`src/rtl/shiftadd_mul_arbiter_pkg.sv`:
```
// Shared definitions for the shared shift-add multiplier and its arbiter:
// FSM state encoding, the default operand width, the step counter width
// and the round-robin winner search.
package shiftadd_mul_arbiter_pkg;

    // Two-state sequencer: waiting for a request, or stepping the datapath.
    typedef enum logic {
        ST_IDLE = 1'b0,
        ST_RUN  = 1'b1
    } state_t;

    // Default operand width.
    localparam int N_DEFAULT = 8;

    // Largest requester count the winner search handles.
    localparam int MAX_REQS = 16;

    // Width of a counter that runs 0..n-1. It is kept at 1 bit or more, so
    // the counter still has a bit when n is 1.
    function automatic int cnt_width(input int n);
        return (n > 1) ? $clog2(n) : 1;
    endfunction

    // Round-robin search. It returns the first set bit of req, looking
    // upward from ptr and wrapping modulo reqs. The caller only uses the
    // result when req is non-zero.
    function automatic logic [3:0] rr_winner(
        input logic [MAX_REQS-1:0] req,
        input logic [3:0]          ptr,
        input int                  reqs
    );
        logic [3:0] win;
        logic       found;
        int         idx;
        win   = '0;
        found = 1'b0;
        for (int i = 0; i < MAX_REQS; i++) begin
            idx = (int'(ptr) + i) % reqs;
            if (!found && (i < reqs) && req[idx[3:0]]) begin
                win   = idx[3:0];
                found = 1'b1;
            end
        end
        return win;
    endfunction

endpackage

```
`src/rtl/shiftadd_mul_core.sv`:
```
// Shift-add multiplier datapath. The load input clears the accumulator
// and captures the operands. Each step input adds the shifted
// multiplicand when the current multiplier LSB is set, then shifts both
// operands by one position.
module shiftadd_mul_core #(
    parameter int N = 8
) (
    input  logic           clk,
    input  logic           reset,
    input  logic           load,
    input  logic           step,
    input  logic [N-1:0]   mcand_in,
    input  logic [N-1:0]   mplier_in,
    output logic [2*N-1:0] acc,
    output logic           lsb
);

    logic [2*N-1:0] acc_reg;
    logic [2*N-1:0] mcand_reg;
    logic [N-1:0]   mplier_reg;

    // Load the operands, or perform one conditional add and shift.
    always_ff @(posedge clk or negedge reset) begin
        if (!reset) begin
            acc_reg    <= '0;
            mcand_reg  <= '0;
            mplier_reg <= '0;
        end else if (load) begin
            acc_reg    <= '0;
            mcand_reg  <= {{N{1'b0}}, mcand_in};
            mplier_reg <= mplier_in;
        end else if (step) begin
            if (mplier_reg[0]) begin
                acc_reg <= acc_reg + mcand_reg;
            end
            mcand_reg  <= mcand_reg << 1;
            mplier_reg <= mplier_reg >> 1;
        end
    end

    assign acc = acc_reg;
    assign lsb = mplier_reg[0];

endmodule

```
`src/rtl/shiftadd_mul_arbiter.sv`:
```
// Round-robin front end for one shared shift-add multiplier.
// In IDLE it picks a requester and loads that requester's operands.
// In RUN it steps the datapath for exactly N cycles. It then pulses done
// and tags the 2N-bit product with the owner's index.
module shiftadd_mul_arbiter
    import shiftadd_mul_arbiter_pkg::*;
#(
    parameter int N    = N_DEFAULT,
    parameter int REQS = 4,
    parameter int ID_W = $clog2(REQS)
) (
    input  logic              clk,
    input  logic              reset,
    input  logic [REQS-1:0]   req,
    input  logic [REQS*N-1:0] a_in,
    input  logic [REQS*N-1:0] b_in,
    output logic [REQS-1:0]   gnt,
    output logic              busy,
    output logic              done,
    output logic [ID_W-1:0]   done_id,
    output logic [2*N-1:0]    product
);

    localparam int CNT_W = cnt_width(N);

    state_t          state_reg, state_next;
    logic [CNT_W-1:0] cnt_reg, cnt_next;
    logic [ID_W-1:0] rr_ptr_reg, rr_ptr_next;
    logic [ID_W-1:0] id_reg, id_next;
    logic [REQS-1:0] gnt_reg, gnt_next;
    logic            done_reg, done_next;
    logic [ID_W-1:0] done_id_reg, done_id_next;
    logic [2*N-1:0]  product_hold_reg;

    logic            load;
    logic            step;
    logic [ID_W-1:0] win;
    logic [N-1:0]    mcand_sel;
    logic [N-1:0]    mplier_sel;
    logic [2*N-1:0]  acc;
    logic            core_lsb;

    // Round-robin winner among the current requests.
    assign win = ID_W'(rr_winner(MAX_REQS'(req), 4'(rr_ptr_reg), REQS));

    // Operands of the winner, taken from the packed input buses.
    assign mcand_sel  = a_in[win*N +: N];
    assign mplier_sel = b_in[win*N +: N];

    shiftadd_mul_core #(
        .N (N)
    ) u_core (
        .clk       (clk),
        .reset     (reset),
        .load      (load),
        .step      (step),
        .mcand_in  (mcand_sel),
        .mplier_in (mplier_sel),
        .acc       (acc),
        .lsb       (core_lsb)
    );

    // Next-state, grant, completion and pointer logic.
    always_comb begin
        state_next   = state_reg;
        cnt_next     = cnt_reg;
        rr_ptr_next  = rr_ptr_reg;
        id_next      = id_reg;
        gnt_next     = '0;
        done_next    = 1'b0;
        done_id_next = done_id_reg;
        load         = 1'b0;
        step         = 1'b0;
        case (state_reg)
            ST_IDLE: begin
                if (|req) begin
                    gnt_next   = {{(REQS-1){1'b0}}, 1'b1} << win;
                    load       = 1'b1;
                    cnt_next   = '0;
                    id_next    = win;
                    state_next = ST_RUN;
                end
            end
            ST_RUN: begin
                step     = 1'b1;
                cnt_next = cnt_reg + 1'b1;
                if (cnt_reg == CNT_W'(N - 1)) begin
                    cnt_next     = '0;
                    done_next    = 1'b1;
                    done_id_next = id_reg;
                    rr_ptr_next  = (id_reg == ID_W'(REQS - 1)) ? '0 : id_reg + 1'b1;
                    state_next   = ST_IDLE;
                end
            end
            default: state_next = ST_IDLE;
        endcase
    end

    // State, counter, pointer and output registers.
    always_ff @(posedge clk or negedge reset) begin
        if (!reset) begin
            state_reg   <= ST_IDLE;
            cnt_reg     <= '0;
            rr_ptr_reg  <= '0;
            id_reg      <= '0;
            gnt_reg     <= '0;
            done_reg    <= 1'b0;
            done_id_reg <= '0;
        end else begin
            state_reg   <= state_next;
            cnt_reg     <= cnt_next;
            rr_ptr_reg  <= rr_ptr_next;
            id_reg      <= id_next;
            gnt_reg     <= gnt_next;
            done_reg    <= done_next;
            done_id_reg <= done_id_next;
        end
    end

    // Keep the finished product after the done cycle. The next load clears
    // the accumulator, but that happens no earlier than this capture.
    always_ff @(posedge clk or negedge reset) begin
        if (!reset) begin
            product_hold_reg <= '0;
        end else if (done_reg) begin
            product_hold_reg <= acc;
        end
    end

    // The accumulator holds the final sum during the done cycle. After
    // that cycle the held copy drives the output.
    assign product = done_reg ? acc : product_hold_reg;
    assign gnt     = gnt_reg;
    assign busy    = (state_reg == ST_RUN);
    assign done    = done_reg;
    assign done_id = done_id_reg;

    // The multiplier LSB is not needed here: every operation runs the full
    // N steps, even when the remaining multiplier bits are all zero.
    logic unused_ok;
    assign unused_ok = core_lsb;

endmodule

```
`config.mk`:
```
export PLATFORM = sky130hd
export DESIGN_NAME = shiftadd_mul_arbiter
export DESIGN_NICKNAME = d
export VERILOG_FILES = /design/src/rtl/shiftadd_mul_arbiter_pkg.sv /design/src/rtl/shiftadd_mul_core.sv /design/src/rtl/shiftadd_mul_arbiter.sv
export SDC_FILE = /design/constraint.sdc
export NUM_CORES = 1
export LEC_CHECK = 0
export CORE_MARGIN = 2
export CORE_UTILIZATION = 40
export DETAILED_ROUTE_END_ITERATION = 12
export GPL_TIMING_DRIVEN = 0
export HOLD_SLACK_MARGIN = 0.15
export PLACE_DENSITY_LB_ADDON = 0.2
export SLEW_MARGIN = 20
export SYNTH_ARGS = -nofsm -noshare
export SYNTH_HDL_FRONTEND = slang
export SYNTH_HIERARCHICAL = 1
export SYNTH_SLANG_ARGS = --single-unit
```
`constraint.sdc`:
```
create_clock -name clk -period 2.5 [get_ports clk]
set_input_delay 0.5 -clock clk [delete_from_list [all_inputs] [get_ports clk]]
set_output_delay 0.5 -clock clk [all_outputs]
set_load 0.02 [all_outputs]
```
==> results of run 1 <==
cells in the mapped netlist (all sizes together), types with 4 or more instances:
| cell type | n |
|---|---|
| nor2 | 23 |
| clkbuf | 11 |
| nand2b | 8 |
| ha | 18 |
| nand2 | 40 |
| a211oi | 9 |
| inv | 12 |
| mux2i | 70 |
| dfrtp | 71 |
| nor3 | 4 |
| o21ai | 34 |
| buf | 11 |
| mux2 | 21 |
| nor2b | 5 |
| a21o | 9 |
| a21oi | 17 |
metal layers:
metal,part of all wire (%),track usage (%)
met1,46,22.6
met2,50,30.4
met3,2.6,3.47
met4,1.5,5.47
met5,0,0
cell type report:
class	instances	area, µm²
Inverter	12	45.0
Fill cell	960	4660
Clock buffer	9	124
Tap cell	136	170
Multi-Input combinational cell	301	2300
Buffer	20	150
Timing Repair Buffer	99	996
Sequential cell	71	1780
Clock inverter	7	103
critical path: cells and delay by family, from the launching register on:
| kind | cells | cell delay (ns) |
|---|---|---|
| AOI/OAI and AO/OA | 4 | 0.98 |
| adders and majority gates | 1 | 0.32 |
| DFF | 1 | 0.44 |
| muxes | 2 | 0.65 |
power groups by stage:
| stage | Sequential (mW) | Combinational, mW | Clock, mW |
|---|---|---|---|
| floorplan | 1.87 | 2.20 | 0 |
| global placement | 1.92 | 3.03 | 0 |
| global route | 1.98 | 3.45 | 1.13 |
| finish | 1.92 | 3.14 | 1.05 |
| CTS | 1.92 | 3.13 | 1.08 |
| detailed placement | 1.94 | 3.10 | 0 |
through the flow:
step / utilization [%] / worst slack [ns] / hold WS (ns) / instances
6_report: 54.9 / -0.0000722 / 0.494 / 655
5_1_grt: 54.9 / -0.115 / 0.520 / 655
4_1_cts: 54.3 / 0.0130 / 0.504 / 652
3_5_place_dp: 52.0 / -0.451 / 0.441 / 636
3_3_place_gp: 51.7 / -1.52 / 0.474 / 635
2_1_floorplan: - / 0.102 / 0.204 / 406
repair_timing:
item | CTS | global route
resized for setup | 5 | 6
pin swaps | 1 | 2
buffers inserted | 0 | 4
setup endpoints to repair | 21 | 24
hold buffers | 1 | 0
hold endpoints to repair | 24 | 0
cell families (layout without fill, tap and decap cells):
kind of cell / Yosys count / in the layout
compound gates: 94 / 94
xor+xnor: 5 / 5
fa+ha+maj: 19 / 19
buf+inv: 34 / 147
flops: 71 / 71
mux: 91 / 91
simple gates: 92 / 92
worst min-delay path by stage:
stage / cells past startpoint / slack [ns] / to
2_1_floorplan: 0 / 0.20 / busy$_DFF_PN0_
3_3_place_gp: 2 / 0.47 / cnt_reg[1]$_DFFE_PN0P_
3_5_place_dp: 1 / 0.44 / product_hold_reg[7]$_DFF_PN0_
4_1_cts: 1 / 0.50 / product_hold_reg[10]$_DFF_PN0_
5_1_grt: 1 / 0.52 / product_hold_reg[7]$_DFF_PN0_
6_report: 2 / 0.49 / cnt_reg[1]$_DFFE_PN0P_
==> out/qor.yml, run 1 <==
run_status:
  outcome: "finished with violations"
  violations: "setup timing"
synth:
  synth-compound-area-share_pct: 14.7
  synth_top_cells_by_area: "dfrtp_1, mux2i_1, ha_1"
  yosys.area_share.xor_xnor_pct: 1.03
  synth_top_family_by_area: "multiplexers"
  async_reset_ff_share_pct: 100
  synthFlopType: "dfrtp_1"
  synth-simple-area-share_pct: 9.77
  syn_inst: 406
  syn_nets: 495
  yosysWarningCount: 6
  yosysTopAreaCell: "dfrtp_1"
  synth_seq_cells: 71
  syn_area_per_cell_um2: 10.4
  syn_area_mm2: 0.00424
  synth_edf_count: 0
  ys_types: 58
  synth.area.mux_share_pct: 22.2
  synth_top_area_share_pct: 41.9
  synth_fa_ha_area_share_pct: 5.79
  ys_seq_area_share_pct: 41.9
sta:
  max_freq_mhz: 400
  worst_pin_slew_ns: 0.697
  setup_violations: 1
  rsz0062_at_grt: "yes"
  slew_headroom_pct: 53.5
  finalSetupTns_ns: -0.0000722
  fin_crit_sh_pct: 100
  worst_slack_ns: -0.0000722
  fin_skew_ns: 0.0115
  maxSlewViolCount: 0
  hold_viol: 0
  fin_crit_ns: 2.50
critical_path:
  crit_fanout: 4
  ff2ff_setup_slack_ns: -0.00007
  crit_start: "u_core/mcand_reg[1]$_DFFE_PN0P_"
  crit_chain: "ha_1 -> a211oi_2 -> o211ai_2 -> o2111ai_1 -> mux2_1 -> a221o_1 -> mux2_4"
  timing.rr.end: "u_core/acc[15]$_DFFE_PN0P_"
  endpoint_kind: "flip-flop"
  cp_slowest_stage_delay_ns: 0.44
  arrival_ns: 2.74
  r2r-start: "u_core/mcand_reg[1]$_DFFE_PN0P_"
  rr_worst_depth: 7
  crit_type: "reg -> reg"
  worstPathRequired_ns: 2.74
  worst_path_max_delay_cell: "dfrtp_1"
  setup.worst_path.end: "u_core/acc[15]$_DFFE_PN0P_"
  start_kind: "flip-flop"
floorplan:
  die_y_um: 107
  ios: 94
  core_area_mm2: 0.0103
  start_util_pct: 41.0
  num_rows: 37
  die-width_um: 107
  dieArea_mm2: 0.0114
cts:
  clk_latency_ns: 0.35
  cts_buffers: 9
  clock_sinks: 71
  cts_tree: "yes"
  clkTransAtPathRegs_ns: 0.09
  clk_root_buffer_cell: "clkbuf_8"
  clk_path_buf_depth: 2
  htreeDepth: 3
layout:
  final_area_mm2: 0.00566
  syn_to_final_growth_pct: 33.7
  nets: 603
  drive_gt1_share_pct: 13.5
  num_antenna_cells: 0
  final_cell_mix: "clkdlybuf4s50_1, mux2i_1, dfrtp_1"
  final_common_cell: "clkdlybuf4s50_1"
drt:
  ant_nets: 0
  routedWlPerCell_um: 15.4
  routed_wl_um: 10100
  dr.pass1.iters: 4
  drc: 0
  vias_per_cell: 5.23
  drt_iter0_drc: 130
  vias: 3428
pwr:
  p_leak_nw: 2.67
  switchingPower_mw: 2.41
  total_power_mw: 6.11
  pwr-share-clk_pct: 17.2
  max-vdd-ir-drop_uv: 475
  p_int_mw: 3.70
  switching_share_pct: 39.5
  p_per_area_mw_per_mm2: 1080
  p_comb_share_pct: 51.5
  seq_power_share_pct: 31.4
hold_path:
  min_from: "cnt_reg[1]$_DFFE_PN0P_"
  hp-class: "reg -> reg"
global_routing:
  grt_pass1_wl_um: 16100
  grt_max_degree: 48
  grt_pass1_vias: 3372
  antenna_found_initial: 0
  grt_use_total_pct: 17.8
  overflow: 0
placed_design:
  dp_hpwl_um: 7690
  io_buffers: 93
  gp_congestion: 0.884
  place_area_mm2: 0.00536
run:
  max_cap_viol_count: 0
Power figures use the tool's default switching activity.
==> inputs of run 2 (changes only) <==
--- a/config.mk
+++ b/config.mk
@@ -5,12 +5,14 @@
 export SDC_FILE = /design/constraint.sdc
 export NUM_CORES = 1
 export LEC_CHECK = 0
+export CORE_ASPECT_RATIO = 0.75
 export CORE_MARGIN = 2
 export CORE_UTILIZATION = 40
 export DETAILED_ROUTE_END_ITERATION = 12
 export GPL_TIMING_DRIVEN = 0
 export HOLD_SLACK_MARGIN = 0.15
 export PLACE_DENSITY_LB_ADDON = 0.2
+export RECOVER_POWER = 50
 export SLEW_MARGIN = 20
 export SYNTH_ARGS = -nofsm -noshare
 export SYNTH_HDL_FRONTEND = slang
==> constraint.sdc (replaced) <==
create_clock -name clk -period 2.4 [get_ports clk]
set_input_delay 0.48 -clock clk [delete_from_list [all_inputs] [get_ports clk]]
set_output_delay 0.48 -clock clk [all_outputs]
set_load 0.02 [all_outputs]
==> run 2 against run 1 <==
The flow now finishes without violations. Sequential power is 5% higher. Clock skew decreased by 0.0075 ns. Utilization grew 2.3 points. Register-to-register slack better by 0.03 ns. Clock power is 35% higher. Final area grew 3.8%. Worst hold slack got worse by 0.012 ns. Largest cell class unchanged.
==> out/qor.yml, run 2 (synthesis gave the netlist of run 1 again) <==
run_status:
  outcome: "completed"
drt:
  drc: 0
  dr.pass1.iters: 4
  routedWlPerCell_um: 15.6
  drt_iter0_drc: 137
  vias: 3470
  vias_per_cell: 5.29
  ant_nets: 0
  routed_wl_um: 10300
layout:
  nets: 604
  final_common_cell: "clkdlybuf4s50_1"
  fin_cells: 656
  syn_to_final_growth_pct: 38.7
  fin_util_pct: 57.1
  num_antenna_cells: 0
  final_area_mm2: 0.00588
  n_fill_cell: 890
  final_cell_mix: "clkdlybuf4s50_1, mux2i_1, dfrtp_1"
  drive_gt1_share_pct: 15.2
floorplan:
  num_rows: 32
  ios: 94
  die_y_um: 93.1
  core_area_mm2: 0.0103
  die-width_um: 123
  start_util_pct: 41.2
  dieArea_mm2: 0.0114
sta:
  fin_crit_sh_pct: 98.6
  setup_violations: 0
  fin_crit_ns: 2.37
  fin_skew_ns: 0.00404
  maxSlewViolCount: 0
  max_freq_mhz: 423
  worst_pin_slew_ns: 0.789
  slew_headroom_pct: 47.4
  rsz0062_at_grt: "yes"
  hold_viol: 0
run:
  max_cap_viol_count: 0
cts:
  clk_latency_ns: 0.34
  clk_path_buf_depth: 2
  cts_buffers: 9
  clk_root_buffer_cell: "clkbuf_16"
  clock_sinks: 71
  cts_tree: "yes"
  clkTransAtPathRegs_ns: 0.06
  htreeDepth: 3
pwr:
  p_leak_nw: 2.81
  p_per_area_mw_per_mm2: 1170
  max-vdd-ir-drop_uv: 548
  switchingPower_mw: 2.62
  p_int_mw: 4.23
  seq_power_share_pct: 29.5
  pwr-share-clk_pct: 20.7
  switching_share_pct: 38.2
  p_comb_share_pct: 49.8
global_routing:
  overflow: 0
  antenna_found_initial: 0
  grt_pass1_vias: 3260
  grt_pass1_wl_um: 16400
  grt_max_degree: 59
  grt_use_total_pct: 18.3
hold_path:
  hp-class: "reg -> reg"
placed_design:
  dp_hpwl_um: 7720
  gp_congestion: 0.865
  dp_cells: 636
  io_buffers: 93
  place_area_mm2: 0.00536
critical_path:
  arrival_ns: 2.59
  ff2ff_setup_slack_ns: 0.03
  worstPathRequired_ns: 2.63
  crit_type: "reg -> reg"
  endpoint_kind: "flip-flop"
  start_kind: "flip-flop"
  crit_fanout: 4
## run 2: final timing paths
kind                                                       from                               to  depth (start not counted)
worst max-delay path            u_core/mcand_reg[0]$_DFFE_PN0P_       u_core/acc[12]$_DFFE_PN0P_                          9
worst min-delay path             product_hold_reg[10]$_DFF_PN0_   product_hold_reg[10]$_DFF_PN0_                          1
worst max register to register  u_core/mcand_reg[0]$_DFFE_PN0P_       u_core/acc[12]$_DFFE_PN0P_                          9
worst min register to register   product_hold_reg[10]$_DFF_PN0_   product_hold_reg[10]$_DFF_PN0_                          1
max in group asynchronous                                 reset  u_core/mcand_reg[0]$_DFFE_PN0P_                          3
min in group asynchronous                                 reset   product_hold_reg[15]$_DFF_PN0_                          2
## run 2: what timing repair did
action / CTS / global route
pin swaps: 3 / 6
endpoints found under the setup margin: 29 / 18
setup buffers: 2 / 4
resized for setup: 15 / 29
hold buffers: 1 / 0
hold endpoints to repair: 13 / 0
## run 2: cell type report
| cell class | count | area (µm²) | area share (%) |
|---|---|---|---|
| multi-input cells | 301 | 2410 | 41.0 |
| flip-flops and latches | 71 | 1780 | 30.3 |
| repair buffers | 101 | 1010 | 17.1 |
| clock buffers | 9 | 225 | 3.83 |
| well taps | 136 | 170 | 2.89 |
| plain buffers | 19 | 146 | 2.49 |
| clock inverters | 7 | 97.6 | 1.66 |
| inverters | 12 | 45.0 | 0.766 |
## run 2: critical path: stages, from the launching register on
cell	delay [ns]
dfrtp_2	0.44
ha_4	0.19
inv_2	0.06
fa_2	0.23
nor2b_4	0.05
o31a_1	0.33
o2111ai_4	0.24
a21oi_1	0.14
or3_1	0.33
a32o_1	0.25
## run 2: metrics by stage
step                      setup WS (ns)  hold slack, ns  setup TNS [ns]  power (mW)
after floorplan                 0.00246           0.184               0        4.23
after global placement            -1.58           0.473         -124.39        5.15
after detailed placement         -0.609           0.352          -14.16        5.24
after CTS                       0.00652           0.495               0        6.76
after global routing            -0.0701           0.504          -0.244        7.38
final                            0.0343           0.482               0        6.85
## run 2: routing by layer
metal | GRT usage (%) | part of all wire [%]
met5 | 0 | 0
met4 | 4.41 | 1.1
met3 | 4.57 | 3.8
met2 | 26.2 | 47
met1 | 27.3 | 48
## run 2: power by group through the flow
| stage | clock (mW) | combinational, mW | sequential, mW |
|---|---|---|---|
| final | 1.42 | 3.41 | 2.02 |
| after global routing | 1.51 | 3.78 | 2.08 |
| after CTS | 1.45 | 3.30 | 2.01 |
| after detailed placement | 0 | 3.22 | 2.02 |
| after global placement | 0 | 3.15 | 2.00 |
| after floorplan | 0 | 2.29 | 1.94 |
